===== config.mk =====
export PLATFORM = sky130hd
export DESIGN_NAME = score_argmax_seq
export DESIGN_NICKNAME = d
export VERILOG_FILES = /design/src/rtl/score_argmax_seq.sv
export SDC_FILE = /design/constraint.sdc
export NUM_CORES = 1
export LEC_CHECK = 0
export CORE_UTILIZATION = 40
export CTS_BUF_LIST = sky130_fd_sc_hd__clkbuf_8
export CTS_CLUSTER_SIZE = 10
export DETAILED_ROUTE_END_ITERATION = 10
export PLACE_DENSITY = 0.7
export SKIP_LAST_GASP = 1
export SLEW_MARGIN = 20
export SYNTH_ARGS = -nofsm -noshare
export SYNTH_HDL_FRONTEND = slang
export SYNTH_SLANG_ARGS = --single-unit

===== constraint.sdc =====
create_clock -name clk -period 8.1 [get_ports clk]
set_input_delay 0.81 -clock clk [delete_from_list [all_inputs] [get_ports clk]]
set_output_delay 0.81 -clock clk [all_outputs]
set_load 0.005 [all_outputs]

===== src/rtl/score_argmax_seq.sv =====
// Sequential argmax over NUM_CLASSES signed scores, one compare per clock, reporting index, score and runner-up margin.
// Optional low-confidence flag is compiled in when SCORE_CONF_CHECK_EN is defined.
module score_argmax_seq #(
  parameter int        NUM_CLASSES = 10,
  parameter int        SCORE_W     = 16,
  parameter int        IDX_W       = $clog2(NUM_CLASSES),
  parameter int signed CONF_THRESH = 16'sd64
) (
  input  logic                           clk,
  input  logic                           rst,
  input  logic                           in_valid,
  input  logic [NUM_CLASSES*SCORE_W-1:0] in_scores,
  output logic                           in_ready,
  output logic                           pred_valid,
  output logic [IDX_W-1:0]               pred_idx,
  output logic [SCORE_W-1:0]             pred_score,
  output logic [SCORE_W:0]               pred_margin,
  output logic                           drop_err,
  output logic                           low_conf
);

  typedef enum logic [1:0] {ST_IDLE, ST_SCAN, ST_DONE} state_t;

  state_t r_state;
  state_t w_state_next;

  logic signed [SCORE_W-1:0] w_score  [NUM_CLASSES];
  logic signed [SCORE_W-1:0] r_shadow [NUM_CLASSES];
  logic signed [SCORE_W-1:0] r_best;
  logic signed [SCORE_W-1:0] r_second;
  logic [IDX_W-1:0]          r_best_idx;
  logic [IDX_W-1:0]          r_cnt;

  logic                      r_pred_valid;
  logic [IDX_W-1:0]          r_pred_idx;
  logic [SCORE_W-1:0]        r_pred_score;
  logic [SCORE_W:0]          r_pred_margin;
  logic                      r_drop_err;

  logic signed [SCORE_W-1:0] w_s;
  logic                      w_last;
  logic                      w_accept;
  logic [SCORE_W:0]          w_margin;

  genvar gi;
  generate
    for (gi = 0; gi < NUM_CLASSES; gi++) begin : g_lane
      assign w_score[gi] = in_scores[gi*SCORE_W +: SCORE_W];

      // Shadow copy isolates the scan from later changes on the input bus.
      always_ff @(posedge clk) begin
        if (w_accept) begin
          r_shadow[gi] <= w_score[gi];
        end
      end
    end
  endgenerate

  assign in_ready = (r_state == ST_IDLE);
  assign w_accept = in_ready && in_valid && !rst;
  assign w_s      = r_shadow[r_cnt];
  assign w_last   = (r_cnt == IDX_W'(NUM_CLASSES - 1));
  // best >= second always holds, so the extended difference is non-negative.
  assign w_margin = {r_best[SCORE_W-1], r_best} - {r_second[SCORE_W-1], r_second};

  always_ff @(posedge clk) begin
    if (rst) begin
      r_state <= ST_IDLE;
    end else begin
      r_state <= w_state_next;
    end
  end

  always_comb begin
    w_state_next = r_state;
    case (r_state)
      ST_IDLE: if (in_valid) w_state_next = ST_SCAN;
      ST_SCAN: if (w_last)   w_state_next = ST_DONE;
      ST_DONE:               w_state_next = ST_IDLE;
      default:               w_state_next = ST_IDLE;
    endcase
  end

  always_ff @(posedge clk) begin
    if (rst) begin
      r_best        <= '0;
      r_second      <= '0;
      r_best_idx    <= '0;
      r_cnt         <= '0;
      r_pred_valid  <= 1'b0;
      r_pred_idx    <= '0;
      r_pred_score  <= '0;
      r_pred_margin <= '0;
      r_drop_err    <= 1'b0;
    end else begin
      r_pred_valid <= 1'b0;
      if (in_valid && !in_ready) begin
        r_drop_err <= 1'b1;
      end
      case (r_state)
        ST_IDLE: begin
          if (in_valid) begin
            r_best     <= w_score[0];
            r_best_idx <= '0;
            r_second   <= {1'b1, {(SCORE_W-1){1'b0}}};
            r_cnt      <= IDX_W'(1);
          end
        end
        ST_SCAN: begin
          // Strict compare keeps the lowest index on ties.
          if (w_s > r_best) begin
            r_second   <= r_best;
            r_best     <= w_s;
            r_best_idx <= r_cnt;
          end else if (w_s > r_second) begin
            r_second <= w_s;
          end
          if (!w_last) begin
            r_cnt <= r_cnt + IDX_W'(1);
          end
        end
        ST_DONE: begin
          r_pred_valid  <= 1'b1;
          r_pred_idx    <= r_best_idx;
          r_pred_score  <= r_best;
          r_pred_margin <= w_margin;
        end
        default: ;
      endcase
    end
  end

  assign pred_valid  = r_pred_valid;
  assign pred_idx    = r_pred_idx;
  assign pred_score  = r_pred_score;
  assign pred_margin = r_pred_margin;
  assign drop_err    = r_drop_err;

`ifdef SCORE_CONF_CHECK_EN
  localparam logic signed [SCORE_W+1:0] THRESH_EXT = (SCORE_W+2)'(CONF_THRESH);
  logic r_low_conf;

  always_ff @(posedge clk) begin
    if (rst) begin
      r_low_conf <= 1'b0;
    end else if (r_state == ST_DONE) begin
      r_low_conf <= ($signed({1'b0, w_margin}) < THRESH_EXT);
    end
  end

  assign low_conf = r_low_conf;
`else
  assign low_conf = 1'b0;
`endif

endmodule


## Word level (Yosys, flattened, before mapping)

Memories as Yosys holds them, arrays and structs flattened. A register that Yosys moved wholly into a read port is not among the register bits.
Index checks and enable logic that the tools add are counted.

- Logic and storage cells: 55
- RAM bits: 160
- Input port bits: 163
- Memories: 1
- Output and inout port bits: 41
- Bits in registers: 81

Memories:

| name | words | bits a word | read ports | clocked after Yosys merged registers in | wr ports | RTL line | RTL |
|---|---|---|---|---|---|---|---|
| r_shadow | 10 | 16 | 1 | 1 | 10 | 28 | `logic signed [SCORE_W-1:0] r_shadow [NUM_CLASSES];` |

- Eq/ne operators: 8
- Order comparisons: 2
- Mux-type cells: 21
- $add $sub $neg: 2
- Reductions and logical operators: 11

Operator list:

| cell | count |
|---|---|
| $mux W16 | 5 |
| $pmux W16 S2 | 2 |
| $gt A16 B16 Y1 | 2 |
| $mux W4 | 6 |
| $sub A16 B16 Y17 | 1 |
| $pmux W4 S2 | 2 |
| $reduce_and A3 Y1 | 3 |
| $ne A2 B2 Y1 const B | 4 |
| $add A4 B1 Y4 const B | 1 |
| $eq A4 B4 Y1 const B | 1 |
| $mux W2 | 2 |
| $pmux W2 S2 | 1 |
| $logic_and A1 B1 Y1 | 3 |
| $mux W1 | 3 |
| $ne A3 B3 Y1 const B | 1 |
| $eq A2 B1 Y1 const B | 1 |
| $eq A2 B2 Y1 const B | 1 |
| $logic_not A1 Y1 | 2 |
| $logic_not A2 Y1 | 1 |
| $reduce_and A2 Y1 | 1 |
| $reduce_bool A2 Y1 | 1 |

## Depth between registers and ports, before layout

- Depth after elaboration: 5
- Gate-level depth with buffers: 16

## Least setup slack after synthesis

Ideal clock, no wire load.

- Kind: input to register
- Start: input port rst
- End: memory r_shadow[0][0], enable pin
- Data arrival time: 7,877 ps
- Stages on the path: 3
- Data required time: 7,417 ps
- Path buffers: 2
- Slack: -459 ps
- Cells stage by stage: clkbuf_1 -> clkbuf_1 -> nor2_1

RTL lines:

| element | RTL line | RTL |
|---|---|---|
| from (decl) | 10 | `input logic rst,` |
| to (decl) | 28 |  |

==> impl_summary.md <==
Run status
The run finished with clean final reports.

Setup path
The highest-delay cell along the critical path is dfxtp_4. The setup path with the least slack is of type flip-flop to flip-flop. The worst path arrival time is 5.33 ns.

The timing endpoint of the critical path is r_second[9]$_SDFFE_PP0P_. STA classifies the critical path endpoint as a flip-flop. Traced cell by cell, the critical path runs through mux4_2, nor2b_1, a211oi_1, a21oi_1, ha_1, nand4_1, nor4_2, o21ai_1, and4b_4, o21a_1, nor4_4, o2bb2ai_1. The endpoint of the worst-slack reg-to-reg timing path is r_second[9]$_SDFFE_PP0P_. The setup check on the worst reg-to-reg path leaves a slack of 3.22 ns. The highest cell delay on the worst timing path is 0.94 ns. Counting cells, the worst reg-to-reg path comes to 12. The startpoint kind of the worst setup timing path is a flip-flop.

In this run the worst path has a maximum fanout of 48. Data on the critical path is required at its endpoint by 8.55 ns.

Yosys
Counting flops with a built-in enable in the synthesized netlist gives 160. Among all cell types in the netlist, the one instantiated most often is edfxtp_1. The number of different library cells used by synthesis comes to 59. The cell accounting for the most synthesized area is edfxtp_1. The average cell area after synthesis is 12.75 um2. After synthesis, the cell types taking the most area are edfxtp_1 (44%), dfxtp_1 (16%), mux4_2 (6.6%). Synthesis produced 852 cells.

Summing every instance area after synthesis gives 10860 um2. The net count after synthesis is 1066. Counting flops and latches in the post-synthesis netlist gives 245. By count the netlist is led by edfxtp_1 (160), nand2_1 (99), dfxtp_1 (85), a21oi_1 (71), ha_1 (50). In the synthesized netlist the dominant register cell turns out to be edfxtp_1.

Of all flip-flops after synthesis, the portion carrying an async set or reset was 0%. The top cell type by area accounts for 44.22% of the synthesized area. The sequential cell area fraction in the yosys report is 59.89%. The count of yosys warnings during synthesis is 0.

Detailed routing
The detail route stage leaves a number of antenna-violating nets equal to 0. The detailed-route via count is 7451. The met2 wire length is 11.32 mm. The highest layer touched by signal routing is met4.

For this run, design rule violations remaining after detail routing come to 0. The routed design has 25.10 mm of wire. The routed wire length per instance is 17.64 um.

Dividing the detail-routed via count by the number of cells gives 5.236. The total iterations of the first detailed-routing run is 5. The met3 wire length is 2.071 mm. The sum of routed wire segments on met1 is 11.36 mm. The violation count after the first detailed-routing iteration is 536.

Clock network
The post-cts resize count is 0. The number of clock sinks is 245. The number of buffers inserted by hold repair at cts is 0. In this run the clock root is driven by a clkbuf_8. In this run the number of H-tree levels came out at 2.

The clock passes through at most 3 buffers. The number of buffers inserted during clock tree synthesis is 42. The clock tree from TritonCTS is done. Clock-pin slew was measured on the worst setup and hold paths at 0.06 ns. The number of buffers inserted by post-CTS setup repair is 0. Clock latency on the worst-skew pair, taken at its later pin, is 0.56 ns.

Timing
The accumulated negative setup slack is 0 ns. Of the available clock period, the critical path in the final layout requires 60.19%. Derived from the worst setup path, the maximum achievable clock frequency is 0.2051 GHz. The worst path in the final design needs a cycle of 4.875 ns, including I/O delays and setup. The slew at the pin closest to its max-slew limit is 1.004 ns. The clock skew is 0.03528 ns. The setup-violating endpoint count in the final report is 0. The minimum setup slack in the final design is 3.225 ns.

The total count of hold-check failures in the final report is 0. The max-slew violation total from the final report came to 0. Setup repair after global routing left no endpoint under its margin. The worst pin sits at a relative slew slack of 33.07%.

Global route
The number of antenna violations at the first check in global routing is 0. The via count of the first global-routing pass is 7350. The total congestion overflow after global routing is 0.

Entering global routing, the biggest net connects 161 pins. The global-route wire length before repair is 39.40 mm. Across every metal layer, demand over resource in global routing totals 18.18%.

Hold path
The startpoint of the lowest-slack hold path is pred_margin[10]$_SDFFE_PP0P_. The tightest min-delay check is of the flip-flop to flip-flop type.

Place
The half-perimeter wire length of the detailed placement result is 17.94 mm. Once placement finished, the instance area stood at 13160 um2. The weighted congestion reported at the end of routability-driven placement is 0.8362.

At the placement stage, the worst setup path has a slack of 3.264 ns. The count of port buffers added during placement is 202.

Power
The switching power share of the total is 27.04%. For this design the ratio of total power to cell area is 215.5 nW/um2. The total internal power is 2.192 mW. Of the total power, the clock network draws 34.2%. The static power due to leakage is 4.852 nW.

The switching power is 0.8125 mW. After layout, the design draws a total of 3.004 mW. In this run, flip-flops and latches consume 48.3% of the power. The part of the power in combinational logic is 17.5%. Across the VDD grid, the largest voltage drop is 150.4 uV.

Final layout
The share of layout cells above drive strength 1 is 9.743%. 0 antenna diodes ended up in the layout. The finished cells cover 13940 um2.

Measured on the finished design, the core utilization comes to 52.89%. The area growth from synthesis to layout is 28.30%. The post-layout net count is 1271.

Die
The width of the die is 166.8 um. The initialized floorplan defines 59 standard-cell rows. For this design the top-level I/O count stands at 204. The core outline area is 26350 um2. Measured along the y axis, the die boundary spans 166.8 um. The initial core utilization is 41.22%.

The die area is 27820 um2.

Run
The tool flagged a number of max-cap violations equal to 0.
## worst min path at each step
stage | slack [ns] | cells past startpoint | end
2_1_floorplan | 0.43 | 2 | pred_idx[0]$_SDFFE_PP0P_
3_3_place_gp | 0.44 | 2 | pred_margin[10]$_SDFFE_PP0P_
3_5_place_dp | 0.44 | 2 | pred_margin[10]$_SDFFE_PP0P_
4_1_cts | 0.45 | 2 | pred_margin[10]$_SDFFE_PP0P_
5_1_grt | 0.47 | 2 | pred_score[13]$_SDFFE_PP0P_
6_report | 0.45 | 2 | pred_margin[10]$_SDFFE_PP0P_
## cell type report
class	count	area, um2
Fill cell	2265	12420
Sequential cell	245	6511
Multi-Input combinational cell	517	3991
Timing Repair Buffer	209	2082
Clock buffer	47	646.9
Tap cell	335	419.2
Inverter	42	157.7
Clock inverter	28	130.1
## per-layer routing
layer,GRT usage [%],vias to the layer above
li1,-,3633
met1,24.86,3522
met2,28.06,265
met3,5.703,31
met4,4.549,0
met5,0,-
## kinds of logic after synthesis
group                    share of synthesized area [%]
AND/OR/NAND/NOR                                  9.605
flip-flops                                       59.89
XOR/XNOR                                        0.4031
other                                          0.03452
adder cells (fa/ha/maj)                          5.943
buffers and inverters                            3.490
AO/OA/AOI/OAI                                    11.06
multiplexers                                     9.582
## through the flow
stage | hold WS, ns | cells
floorplan | 0.4321 | 852
global placement | 0.4388 | 1348
detailed placement | 0.4445 | 1348
CTS | 0.4519 | 1423
global route | 0.4748 | 1423
finish | 0.4478 | 1423
## power groups by stage
stage	Combinational, mW	Clock, mW	Sequential, mW
after global placement	0.517	0	1.48
after global routing	0.582	1.12	1.46
after detailed placement	0.523	0	1.48
final	0.527	1.03	1.45
after CTS	0.527	1.06	1.45
after floorplan	0.379	0	1.45
## layout by cell type (no fill, tap or decap), types with 32 or more instances in the layout
cell             Yosys  routed
ha_1                50      50
mux4_2              32      32
dfxtp_1             85      83
nand2_1             99      99
inv_1               42      60
mux2i_1             32      32
edfxtp_1           160     160
clkdlybuf4s50_1      0     201
a21oi_1             71      71
clkbuf_8             0      47
## flip-flops by register name, summed over array words and instances (netlist names), named ones only
name	flops
drop_err	1
pred_idx	4
pred_margin	17
pred_score	16
pred_valid	1
r_best	16
r_best_idx	4
r_cnt	4
r_second	16
r_shadow	160
r_state	2
## worst max-delay path, delay by kind of cell, from the launching register on
kind	cells	cell delay, ns
AND/OR/NAND/NOR	5	1.69
adder cells (fa/ha/maj)	1	0.38
AO/OA/AOI/OAI	5	1.13
flip-flops	1	0.94
multiplexers	1	0.59
No activity file was read; power rests on OpenSTA's default activity.
